File: config.mk
export PLATFORM = sky130hd
export DESIGN_NAME = expr_paren_fsm
export DESIGN_NICKNAME = d
export VERILOG_FILES = /design/src/rtl/expr_pkg.sv /design/src/rtl/expr_char_class.sv /design/src/rtl/expr_paren_fsm.sv
export SDC_FILE = /design/constraint.sdc
export NUM_CORES = 1
export LEC_CHECK = 0
export BUFFER_PORTS_ARGS = -buffer_cell sky130_fd_sc_hd__buf_4
export CAP_MARGIN = 10
export CORE_MARGIN = 1.5
export CORE_UTILIZATION = 50
export DETAILED_ROUTE_END_ITERATION = 6
export PLACE_DENSITY = 0.77
export REMOVE_ABC_BUFFERS = 1
export SYNTH_ARGS = -nofsm -noshare
export SYNTH_HDL_FRONTEND = slang
export SYNTH_SLANG_ARGS = --single-unit
File: constraint.sdc
create_clock -name clk -period 2.5 [get_ports clk]
set_input_delay 0.75 -clock clk [delete_from_list [all_inputs] [get_ports clk]]
set_output_delay 0.75 -clock clk [all_outputs]
set_load 0.03 [all_outputs]
File: src/rtl/expr_pkg.sv
// Shared types and constants for the streaming expression recogniser.
package expr_pkg;

    // Recogniser state; codes 3,4,6,7 are unreachable and recover to ERR.
    typedef enum logic [2:0] {
        OPND  = 3'd0,
        NUM   = 3'd1,
        AFTER = 3'd2,
        ERR   = 3'd5
    } state_e;

    // Character classes produced by the classifier.
    typedef enum logic [2:0] {
        C_DIGIT,
        C_OP,
        C_LP,
        C_RP,
        C_WS,
        C_OTHER
    } cls_e;

    localparam logic [7:0] CH_0     = 8'h30;
    localparam logic [7:0] CH_9     = 8'h39;
    localparam logic [7:0] CH_PLUS  = 8'h2B;
    localparam logic [7:0] CH_MINUS = 8'h2D;
    localparam logic [7:0] CH_STAR  = 8'h2A;
    localparam logic [7:0] CH_SLASH = 8'h2F;
    localparam logic [7:0] CH_LP    = 8'h28;
    localparam logic [7:0] CH_RP    = 8'h29;
    localparam logic [7:0] CH_SP    = 8'h20;

    localparam logic [1:0] EC_NONE    = 2'd0;
    localparam logic [1:0] EC_ILLEGAL = 2'd1;
    localparam logic [1:0] EC_PAREN   = 2'd2;
    localparam logic [1:0] EC_LONG    = 2'd3;

endpackage

File: src/rtl/expr_char_class.sv
// Combinational ASCII classifier; operator set and whitespace handling are
// chosen at elaboration time.
module expr_char_class
    import expr_pkg::*;
#(
    parameter int OP_MODE = 1,
    parameter int SKIP_WS = 1
) (
    input  logic [7:0] in,
    output cls_e       cls
);

    // Map the byte to exactly one class; anything unmatched is C_OTHER.
    always_comb begin
        cls = C_OTHER;
        if (in >= CH_0 && in <= CH_9)
            cls = C_DIGIT;
        else if (in == CH_PLUS || in == CH_STAR)
            cls = C_OP;
        else if ((OP_MODE == 1) && (in == CH_MINUS || in == CH_SLASH))
            cls = C_OP;
        else if (in == CH_LP)
            cls = C_LP;
        else if (in == CH_RP)
            cls = C_RP;
        else if ((SKIP_WS == 1) && in == CH_SP)
            cls = C_WS;
    end

endmodule

File: src/rtl/expr_paren_fsm.sv
// Streaming recogniser for infix expressions with multi-digit operands,
// bounded parenthesis nesting and a sticky error code.
module expr_paren_fsm
    import expr_pkg::*;
#(
    parameter int  MAX_DEPTH  = 7,
    parameter int  MAX_DIGITS = 4,
    parameter int  OP_MODE    = 1,
    parameter int  SKIP_WS    = 1,
    localparam int DEPTH_W    = $clog2(MAX_DEPTH + 1),
    localparam int DIG_W      = $clog2(MAX_DIGITS + 1)
) (
    input  logic               clk,
    input  logic               clr,
    input  logic               in_valid,
    input  logic [7:0]         in,
    output logic               out,
    output logic [2:0]         s,
    output logic [DEPTH_W-1:0] depth,
    output logic               err,
    output logic [1:0]         err_code
);

    state_e             state_q, state_d;
    logic [DEPTH_W-1:0] depth_q, depth_d;
    logic [DIG_W-1:0]   dig_q,   dig_d;
    logic [1:0]         code_q,  code_d;
    cls_e               cls;

    expr_char_class #(.OP_MODE(OP_MODE), .SKIP_WS(SKIP_WS)) u_class (
        .in  (in),
        .cls (cls)
    );

    // Next-state: everything holds unless a character is qualified; ERR is sticky.
    always_comb begin
        state_d = state_q;
        depth_d = depth_q;
        dig_d   = dig_q;
        code_d  = code_q;
        if (in_valid) begin
            case (state_q)
                OPND: begin
                    case (cls)
                        C_DIGIT: begin
                            state_d = NUM;
                            dig_d   = DIG_W'(1);
                        end
                        C_LP: begin
                            if (depth_q == DEPTH_W'(MAX_DEPTH)) begin
                                state_d = ERR;
                                code_d  = EC_PAREN;
                            end else begin
                                depth_d = depth_q + DEPTH_W'(1);
                            end
                        end
                        C_WS: ;
                        default: begin
                            state_d = ERR;
                            code_d  = EC_ILLEGAL;
                        end
                    endcase
                end
                NUM: begin
                    case (cls)
                        C_DIGIT: begin
                            // Leading zeros count toward the length bound too.
                            if (dig_q == DIG_W'(MAX_DIGITS)) begin
                                state_d = ERR;
                                code_d  = EC_LONG;
                            end else begin
                                dig_d = dig_q + DIG_W'(1);
                            end
                        end
                        C_OP: state_d = OPND;
                        C_RP: begin
                            if (depth_q == '0) begin
                                state_d = ERR;
                                code_d  = EC_PAREN;
                            end else begin
                                depth_d = depth_q - DEPTH_W'(1);
                                state_d = AFTER;
                            end
                        end
                        C_WS: state_d = AFTER;
                        default: begin
                            state_d = ERR;
                            code_d  = EC_ILLEGAL;
                        end
                    endcase
                end
                AFTER: begin
                    case (cls)
                        C_OP: state_d = OPND;
                        C_RP: begin
                            if (depth_q == '0) begin
                                state_d = ERR;
                                code_d  = EC_PAREN;
                            end else begin
                                depth_d = depth_q - DEPTH_W'(1);
                            end
                        end
                        C_WS: ;
                        default: begin
                            state_d = ERR;
                            code_d  = EC_ILLEGAL;
                        end
                    endcase
                end
                ERR: ;
                default: begin
                    state_d = ERR;
                    code_d  = EC_ILLEGAL;
                end
            endcase
        end
    end

    // State register with synchronous clear taking priority over input.
    always_ff @(posedge clk) begin
        if (clr) begin
            state_q <= OPND;
            depth_q <= '0;
            dig_q   <= '0;
            code_q  <= EC_NONE;
        end else begin
            state_q <= state_d;
            depth_q <= depth_d;
            dig_q   <= dig_d;
            code_q  <= code_d;
        end
    end

    // Outputs are pure functions of the registers.
    always_comb begin
        s        = state_q;
        depth    = depth_q;
        err      = (state_q == ERR);
        err_code = code_q;
        out      = ((state_q == NUM) || (state_q == AFTER)) && (depth_q == '0);
    end

endmodule

* Word-level counts from Yosys, hierarchy flattened *
Index checks and enable logic that the tools add are counted.

storage, ports and cells
  input bits = 11
  register bits = 11
  output and inout bits = 10

operators by class
  eq/ne operators = 31
  order comparisons = 2
  bitwise gates (word level) = 1
  muxes and demuxes = 30
  reduce and logical (&&, ||, !) cells = 17
  add/subtract/negate cells = 3

operator list
  operator                                                            number
  == test 8 x 6 -> 1 bit (second input constant)                      7
  2-to-1 mux 3 bit                                                    16
  one-hot mux 3 bit (4 select lines)                                  2
  != test 2 bit (second input constant)                               10
  one-hot mux 3 bit (3 select lines)                                  2
  AND reduction 7 bit                                                 2
  == test 3 bit (second input constant)                               4
  one-hot mux 3 bit (2 select lines)                                  2
  == test 3 x 2 -> 1 bit (second input constant)                      3
  zero test 3 bit                                                     3
  != test 3 bit (second input constant)                               3
  greater-or-equal comparator 8 x 6 -> 1 bit (second input constant)  1
  <= comparator 8 x 6 -> 1 bit (second input constant)                1
  one-hot mux 2 bit (2 select lines)                                  2
  one-hot mux 2 bit (4 select lines)                                  1
  adder 3 x 1 -> 3 bit (second input constant)                        2
  == test 3 x 1 -> 1 bit (second input constant)                      2
  2-to-1 mux 2 bit                                                    3
  one-hot mux 2 bit (3 select lines)                                  1
  AND reduction 6 bit                                                 1
  OR reduction 2 bit                                                  3
  AND reduction 5 bit                                                 1
  != test 2 x 1 -> 1 bit (second input constant)                      2
  nonzero test 2 bit                                                  2
  other kinds (5)                                                     8

* Logic depth before layout (Yosys ltp) *
Gate-level depths: netlist of the first run.

  depth in word-level cells = 11
  mapped depth = 9

* Modules after synthesis *
A second synthesis of the first run with hierarchy kept.

second synthesis, totals
  cells, all modules = 109
  area, all modules = 917.1 µm²

modules (own cells, without submodules)
  module           sequential area each (µm²)  area an instance (µm²)  cells an instance  times used
  expr_paren_fsm   220.2                       850.8                   99                 1
  expr_char_class  0.0                         66.3                    10                 1

* Worst setup path before layout of the first run *
No wires, ideal clock.

  kind = register -> output
  start point = register state_q[1], in the netlist s[1]
  end point = output out
  setup slack = 0.252 ns
  stages on the path, launching flop included = 6
  data required time = 1.750 ns
  arrival = 1.498 ns
  cells stage by stage = dfxtp_1 -> buf_2 -> xnor2_1 -> or2_1 -> inv_1 -> and2_1

on the way
  cells in the longest elaborated chain, start to end = 3

ends and longest elaborated chain
  what                                                              RTL line               text
  start, declared                                                   expr_paren_fsm.sv:24   state_e state_q, state_d;
  start signal, assigned                                            expr_paren_fsm.sv:127  state_q <= state_d;
  == test 3 x 1 -> 1 bit or == test 3 x 2 -> 1 bit (tied branches)  expr_paren_fsm.sv:140  out = ((state_q == NUM) || (state_q == AFTER)) && (depth_q == '0);
  logical OR 1 bit *                                                expr_paren_fsm.sv:140
  logical AND 1 bit *                                               expr_paren_fsm.sv:140
  end, declared                                                     expr_paren_fsm.sv:17   output logic out,

Every way passes the cells marked *; elsewhere a longest branch is shown, timed or not.

* Worst setup path after layout of the first run *
Ends and elaborated chain as after synthesis.

==> summary.md, run 1 <==
| Metric | Value |
|---|---|
| Hold Vio Cnt, Final | `0` |
| Clock slew at reported path FFs | `70 ps` |
| Setup Crit Path Kind | `register to output port` |
| Leakage power | `0.4304 nW` |
| Post-Synth XOR/XNOR Area | `0.03102` |
| Gr ovfl total | `0` |
| CP peak stage delay | `330 ps` |
| Post-synthesis mux area share | `0.04874` |
| EDFF count, synth | `0` |
| Simple-gate area share of the yosys netlist | `0.3486` |
| Post-DP HPWL | `1.646 mm` |
| Layout cell share with drive strength beyond 1 | `0.2734` |
| Clk Latency, worst-skew pair | `270 ps` |
| Fmax achieved | `441.9 MHz` |
| Row count | `14` |
| Finished Layout Cells | `144` |
| CTS root buffer | `clkbuf_4` |
| Largest family of logic cells by synthesized area | `simple AND/OR/NAND/NOR gates` |
| Outcome | `finished, final reports clean` |
| Setup TNS | `0 ps` |
| Reg-to-reg setup timing slack | `540 ps` |
| CP Cell Sequence | `xnor2_1 -> or2_1 -> inv_1 -> and2_1 -> buf_4` |
| Starting Density | `0.5495` |
| Initial DRC Count | `24` |
| Predominant post-synthesis flop cell | `dfxtp_1` |
| Arrival @ worst endpoint | `1510 ps` |
| Clk_skew | `0.5775 ps` |
| # IOs | `21` |
| Crit share post-route | `0.9051` |
| Mapped Cells | `105` |
| Final routed DRC violation total | `0` |
| Vias post-DR | `870` |
| Number of max-cap violations | `0` |
| WL/cell | `14.85 µm` |
| CP Launch Type | `register` |
| Post-Synth Adder-Cell Area | `0.05318` |
| Final net count | `143` |
| Area Growth Syn to Fin | `23.34%` |
| WP data required | `1750 ps` |
| PortBufs | `20` |
| First-pass DRT Iterations | `4` |
| Async set or reset register ratio after synthesis | `0` |
| Core area | `0.001541 mm²` |
| CP Buf/Inv Count | `2` |
| Clock Tree Buf Depth | `2` |
| Post-CTS sizing | `0` |
| Ant diodes | `0` |
| Compound-Gate Fraction of Synth Area | `0.2201` |
| Vias in the first global route | `817` |
| Tot GR Track Use | `0.2551` |
| CTS H-Tree Depth | `1` |
| Worst hold path class | `register to register` |
| CTS Buf Count | `3` |
| VDD IR max | `0.0003962 V` |
| Sink Count | `11` |
| Post-synthesis sequential area ratio | `0.2600` |
| Avg Vias per Cell | `6.042` |
| Detail Route Antenna Nets | `0` |
| First-pass GRT wire length | `3.622 mm` |
| Largest net degree at the start of global routing | `13` |
| Final setup vio count | `0` |
| Die Wd | `44.16 µm` |
| Mean area per synthesized cell | `8.067 µm²` |
| Yosys reg bits | `11` |
| Die height | `44.16 µm` |
| CP Max Fanout | `4` |
| Post-CTS Setup Inserts | `0` |
| Max-slew headroom | `0.7323` |
| Syn. warnings | `0` |
| Clock tree from TritonCTS | `done` |
| PD cells | `455.3 mW/mm²` |
| Post-synthesis cell area | `847.1 µm²` |
| Worst Tran Pin Value | `396.5 ps` |
| # hold bufs at CTS | `0` |
| Routed WL | `2.138 mm` |
| Crit. End Element | `output port` |
| Slew Limit Fails | `0` |
| Placer congestion estimate | `0.8539` |
| Worst path top cell family by delay | `simple AND/OR/NAND/NOR gates` |
| RSZ-0062 raised after global routing | `false` |
| Final Util | `0.6778` |
| Critical-path top delay cell | `dfxtp_1` |
| Initial antenna violation count | `0` |
| DP Cell Count | `140` |
| Fin crit period | `2263 ps` |
| Overall power | `475.6 µW` |
| DIE AREA | `0.001950 mm²` |
| Synth unique cells | `46` |
## worst min-delay path, cell delays in order, from the launching register on
cell     delay (ps)
dfxtp_1         320
o41ai_1          60
a21oi_1          60
## layout by cell type, fill, tap and decap left out, types with 2 or more instances in the layout
cell / Yosys / routed
inv_1: 5 / 5
nor2_1: 13 / 13
nand3_1: 5 / 5
dfxtp_1: 11 / 11
mux2i_1: 3 / 3
and2_1: 3 / 3
nand3b_1: 2 / 2
o21ai_0: 2 / 2
ha_1: 2 / 2
xnor2_1: 3 / 3
clkbuf_4: 0 / 3
nor3b_1: 2 / 2
nor3_1: 2 / 2
nor3_2: 2 / 2
or3_1: 2 / 2
and3_1: 2 / 2
buf_4: 0 / 22
nand2_1: 6 / 6
a21oi_1: 10 / 10
## metrics by stage
stage | hold WS [ps] | instance area [µm²] | worst slack (ps)
global route | 502.2 | 1045 | 94.24
CTS | 479.0 | 1045 | 235.5
detailed placement | 463.9 | 1018 | 176.0
global placement | 458.9 | 1018 | 217.9
finish | 481.6 | 1045 | 237.3
floorplan | 437.7 | 833.3 | 274.5
## routing by layer
layer / up-vias / GRT usage / wire length (µm)
met2: 40 / 0.3853 / 952
li1: 437 / - / -
met3: 5 / 0.06939 / 167
met4: 0 / 0.1212 / 37
met5: - / 0 / 0
met1: 388 / 0.3367 / 980
## cell families after synthesis
kind of cell | after synthesis
xor+xnor | 3
simple gates | 50
fa+ha+maj | 3
mux | 4
compound gates | 26
buf+inv | 8
flops | 11
## path summary, 6_finish.rpt
check / depth (start not counted) / start / endpoint
worst min-delay path: 2 / err_code[0]$_SDFFE_PP0P_ / err_code[0]$_SDFFE_PP0P_
worst min register to register: 2 / err_code[0]$_SDFFE_PP0P_ / err_code[0]$_SDFFE_PP0P_
worst max register to register: 7 / s[1]$_SDFFE_PP0P_ / s[1]$_SDFFE_PP0P_
worst max-delay path: 5 / s[1]$_SDFFE_PP0P_ / out
## power breakdown
group          switching, mW  leakage (nW)  internal (mW)
Clock                 0.0613        0.0150         0.0619
Sequential            0.0140        0.0899          0.185
Combinational         0.0863         0.326         0.0671
Total                  0.162         0.430          0.314
## synth_stat cells (2+ instances only)
| master | n | area share |
|---|---|---|
| nor3_2 | 2 | 0.024 |
| ha_1 | 2 | 0.030 |
| nor2_1 | 13 | 0.058 |
| buf_2 | 2 | 0.012 |
| nand2_1 | 6 | 0.027 |
| nor3b_1 | 2 | 0.018 |
| dfxtp_1 | 11 | 0.26 |
| mux2i_1 | 3 | 0.035 |
| and3_1 | 2 | 0.015 |
| o21ai_0 | 2 | 0.012 |
| nand3_1 | 5 | 0.030 |
| nand3b_1 | 2 | 0.018 |
| xnor2_1 | 3 | 0.031 |
| a21oi_1 | 10 | 0.059 |
| and2_1 | 3 | 0.022 |
| nor3_1 | 2 | 0.012 |
| or3_1 | 2 | 0.015 |
| inv_1 | 5 | 0.022 |
## registers in the layout, summed over array words and instances, names as in the netlist
name      count
depth         3
dig_q         3
s             3
err_code      2
## area by class of cell
type | instances | area, µm²
multi-input cells | 86 | 594.3
flip-flops and latches | 11 | 220.2
fillers | 137 | 496.7
inverters | 5 | 18.77
repair buffers | 22 | 165.2
clock buffers | 4 | 26.28
well taps | 16 | 20.02
No activity file was read; power rests on OpenSTA's default activity.
==> run 2: changes to the inputs <==
--- a/config.mk
+++ b/config.mk
@@ -10,7 +10,7 @@
 export CORE_MARGIN = 1.5
 export CORE_UTILIZATION = 50
 export DETAILED_ROUTE_END_ITERATION = 6
-export PLACE_DENSITY = 0.77
+export PLACE_DENSITY = 0.78
 export REMOVE_ABC_BUFFERS = 1
 export SYNTH_ARGS = -nofsm -noshare
 export SYNTH_HDL_FRONTEND = slang
==> run 2 against run 1 <==
Net effect: critical path depth did not move; wire length down 5.9%; clock power increased by 5%; utilization did not move; cell count is the same; via count up 0.92%; critical path type unchanged; largest cell class unchanged; highest routed layer unchanged.
==> summary.md, run 2 (synthesis results as in run 1) <==
| Metric | Value |
|---|---|
| Outcome | `finished, final reports clean` |
| CP Max Fanout | `4 (unchanged)` |
| CTS H-Tree Depth | `1 (unchanged)` |
| # hold bufs at CTS | `0 (unchanged)` |
| Arrival @ worst endpoint | `1500 ps (about the same)` |
| Placer congestion estimate | `0.9051 (+6.0%)` |
| DIE AREA | `0.001950 mm² (unchanged)` |
| M1 GR Usage | `0.3275 (-0.009253)` |
| Avg Vias per Cell | `6.097 (+0.92%)` |
| Fin crit period | `2247 ps (-15.24 ps)` |
| Commonest cells after routing, fill and taps aside | `buf_4 (22), nor2_1 (13), dfxtp_1 (11)` |
| CP peak stage delay | `330 ps (about the same)` |
| RSZ-0062 raised after global routing | `false` |
| VDD IR max | `0.0003690 V (-6.9%)` |
| Sink Count | `11 (unchanged)` |
| Commonest non-fill, non-tap cell in the layout | `buf_4` |
| Worst setup path startpoint | `s[1]$_SDFFE_PP0P_` |
| Clock Tree Buf Depth | `2 (unchanged)` |
| Finished Layout Cells | `144 (unchanged)` |
| # IOs | `21 (unchanged)` |
| Post-CTS Setup Inserts | `0 (unchanged)` |
| Final Util | `0.6778 (unchanged)` |
| Fmax achieved | `444.9 MHz (+0.68%)` |
| Routed WL | `2.011 mm (-5.9%)` |
| Slew Limit Fails | `0 (unchanged)` |
| Area Growth Syn to Fin | `23.34% (unchanged)` |
| First-pass DRT Iterations | `4 (unchanged)` |
| WP data required | `1750 ps (about the same)` |
| Vias in the first global route | `767 (-6.1%)` |
| Worst hold start | `dig_q[0]$_SDFFE_PP0P_` |
| Crit share post-route | `0.8990 (-0.006098)` |
| Layout cell share with drive strength beyond 1 | `0.2734 (unchanged)` |
| Final routed DRC violation total | `0 (unchanged)` |
| First-pass GRT wire length | `3.318 mm (-8.4%)` |
| PD cells | `458.6 mW/mm² (+0.73%)` |
| Post-DP HPWL | `1.565 mm (-5.0%)` |
| Gr ovfl total | `0 (unchanged)` |
| Clock slew at reported path FFs | `70 ps (about the same)` |
| Worst hold path class | `register to register` |
| Vias post-DR | `878 (+0.92%)` |
| M2 GR Usage | `0.3353 (-0.05000)` |
| Placed cell areas | `0.001018 mm² (unchanged)` |
| WL/cell | `13.97 µm (-5.9%)` |
| Initial antenna violation count | `0 (unchanged)` |
| Reg-to-reg setup timing slack | `620 ps (+80 ps)` |
| Starting Density | `0.5495 (unchanged)` |
| Final setup vio count | `0 (unchanged)` |
| Setup Crit Path Kind | `register to output port` |
| PortBufs | `20 (unchanged)` |
| Core area | `0.001541 mm² (unchanged)` |
| Row count | `14 (unchanged)` |
| Die Wd | `44.16 µm (unchanged)` |
| Clk Latency, worst-skew pair | `280 ps (about the same)` |
| Number of max-cap violations | `0 (unchanged)` |
| CP Cell Sequence | `xnor2_1 -> or2_1 -> inv_1 -> and2_1 -> buf_4` |
| Met3 Use GR | `0.04082 (-0.02857)` |
| Final worst slack | `252.5 ps (+15.24 ps)` |
| Die height | `44.16 µm (unchanged)` |
| Post-CTS sizing | `0 (unchanged)` |
| Largest net degree at the start of global routing | `13 (unchanged)` |
| Initial DRC Count | `76 (+220%)` |
| CTS Buf Count | `3 (unchanged)` |
| GRT Max-Usage Layer | `met2` |
| Hold Vio Cnt, Final | `0 (unchanged)` |
| Design area | `0.001045 mm² (unchanged)` |
| Leakage power | `0.4304 nW (unchanged)` |
| Tot GR Track Use | `0.2301 (-0.02497)` |
| Clock tree from TritonCTS | `done` |
| Worst slack, placed | `213.1 ps (+37.09 ps)` |
| Detail Route Antenna Nets | `0 (unchanged)` |
| Crit. End Element | `output port` |
| Filler cells | `133 (-2.9%)` |
| Clk_skew | `1.576 ps (+0.9981 ps)` |
| FF-to-FF Start | `s[2]$_SDFFE_PP0P_` |
| Ant diodes | `0 (unchanged)` |
| CTS root buffer | `clkbuf_4` |
| CP Launch Type | `register` |
| Max-slew headroom | `0.7321 (about the same)` |
| Setup TNS | `0 ps (unchanged)` |
| Final net count | `143 (unchanged)` |
| DP Cell Count | `140 (unchanged)` |
| Worst Tran Pin Value | `396.8 ps (+0.2612 ps)` |
| Critical-path top delay cell | `dfxtp_1` |
## run 2: cell counts in the layout (fill, tap and decap cells not counted)
Identical to the previous run, type by type.
## run 2: layout make-up
| type | instances | area (µm²) | share of cell area |
|---|---|---|---|
| well taps | 16 | 20.02 | 0.01916 |
| repair buffers | 22 | 165.2 | 0.1581 |
| clock buffers | 4 | 26.28 | 0.02515 |
| inverters | 5 | 18.77 | 0.01796 |
| multi-input cells | 86 | 594.3 | 0.5689 |
| flip-flops and latches | 11 | 220.2 | 0.2108 |
## run 2: metrics by stage
stage	hold WS, ps	total power [mW]
floorplan	437.7	0.2964
global placement	462.0	0.3507
detailed placement	465.2	0.3539
CTS	476.2	0.4808
global route	492.4	0.5006
finish	474.7	0.4791
## run 2: critical path, delay by kind of cell, from the launching register on
kind,cells,cell delay (ps)
xor+xnor,1,140
simple gates,2,420
buf+inv,2,320
flops,1,330
## run 2: path summary, 6_finish.rpt
path	depth (start not counted)	end
max	5	out
max reg2reg	6	s[0]$_SDFFE_PP0P_
min reg2reg	1	dig_q[0]$_SDFFE_PP0P_
min	1	dig_q[0]$_SDFFE_PP0P_
## run 2: where the power goes
group	internal [mW]	total (mW)	switching, mW
logic	0.0669	0.152	0.0851
clock network	0.0620	0.129	0.0668
registers	0.185	0.198	0.0134
## run 2: metal layers
| layer | part of all wire | vias to the layer above |
|---|---|---|
| met3 | 0.11 | 7 |
| li1 | - | 437 |
| met2 | 0.41 | 51 |
| met1 | 0.46 | 383 |
| met5 | 0 | - |
| met4 | 0.023 | 0 |
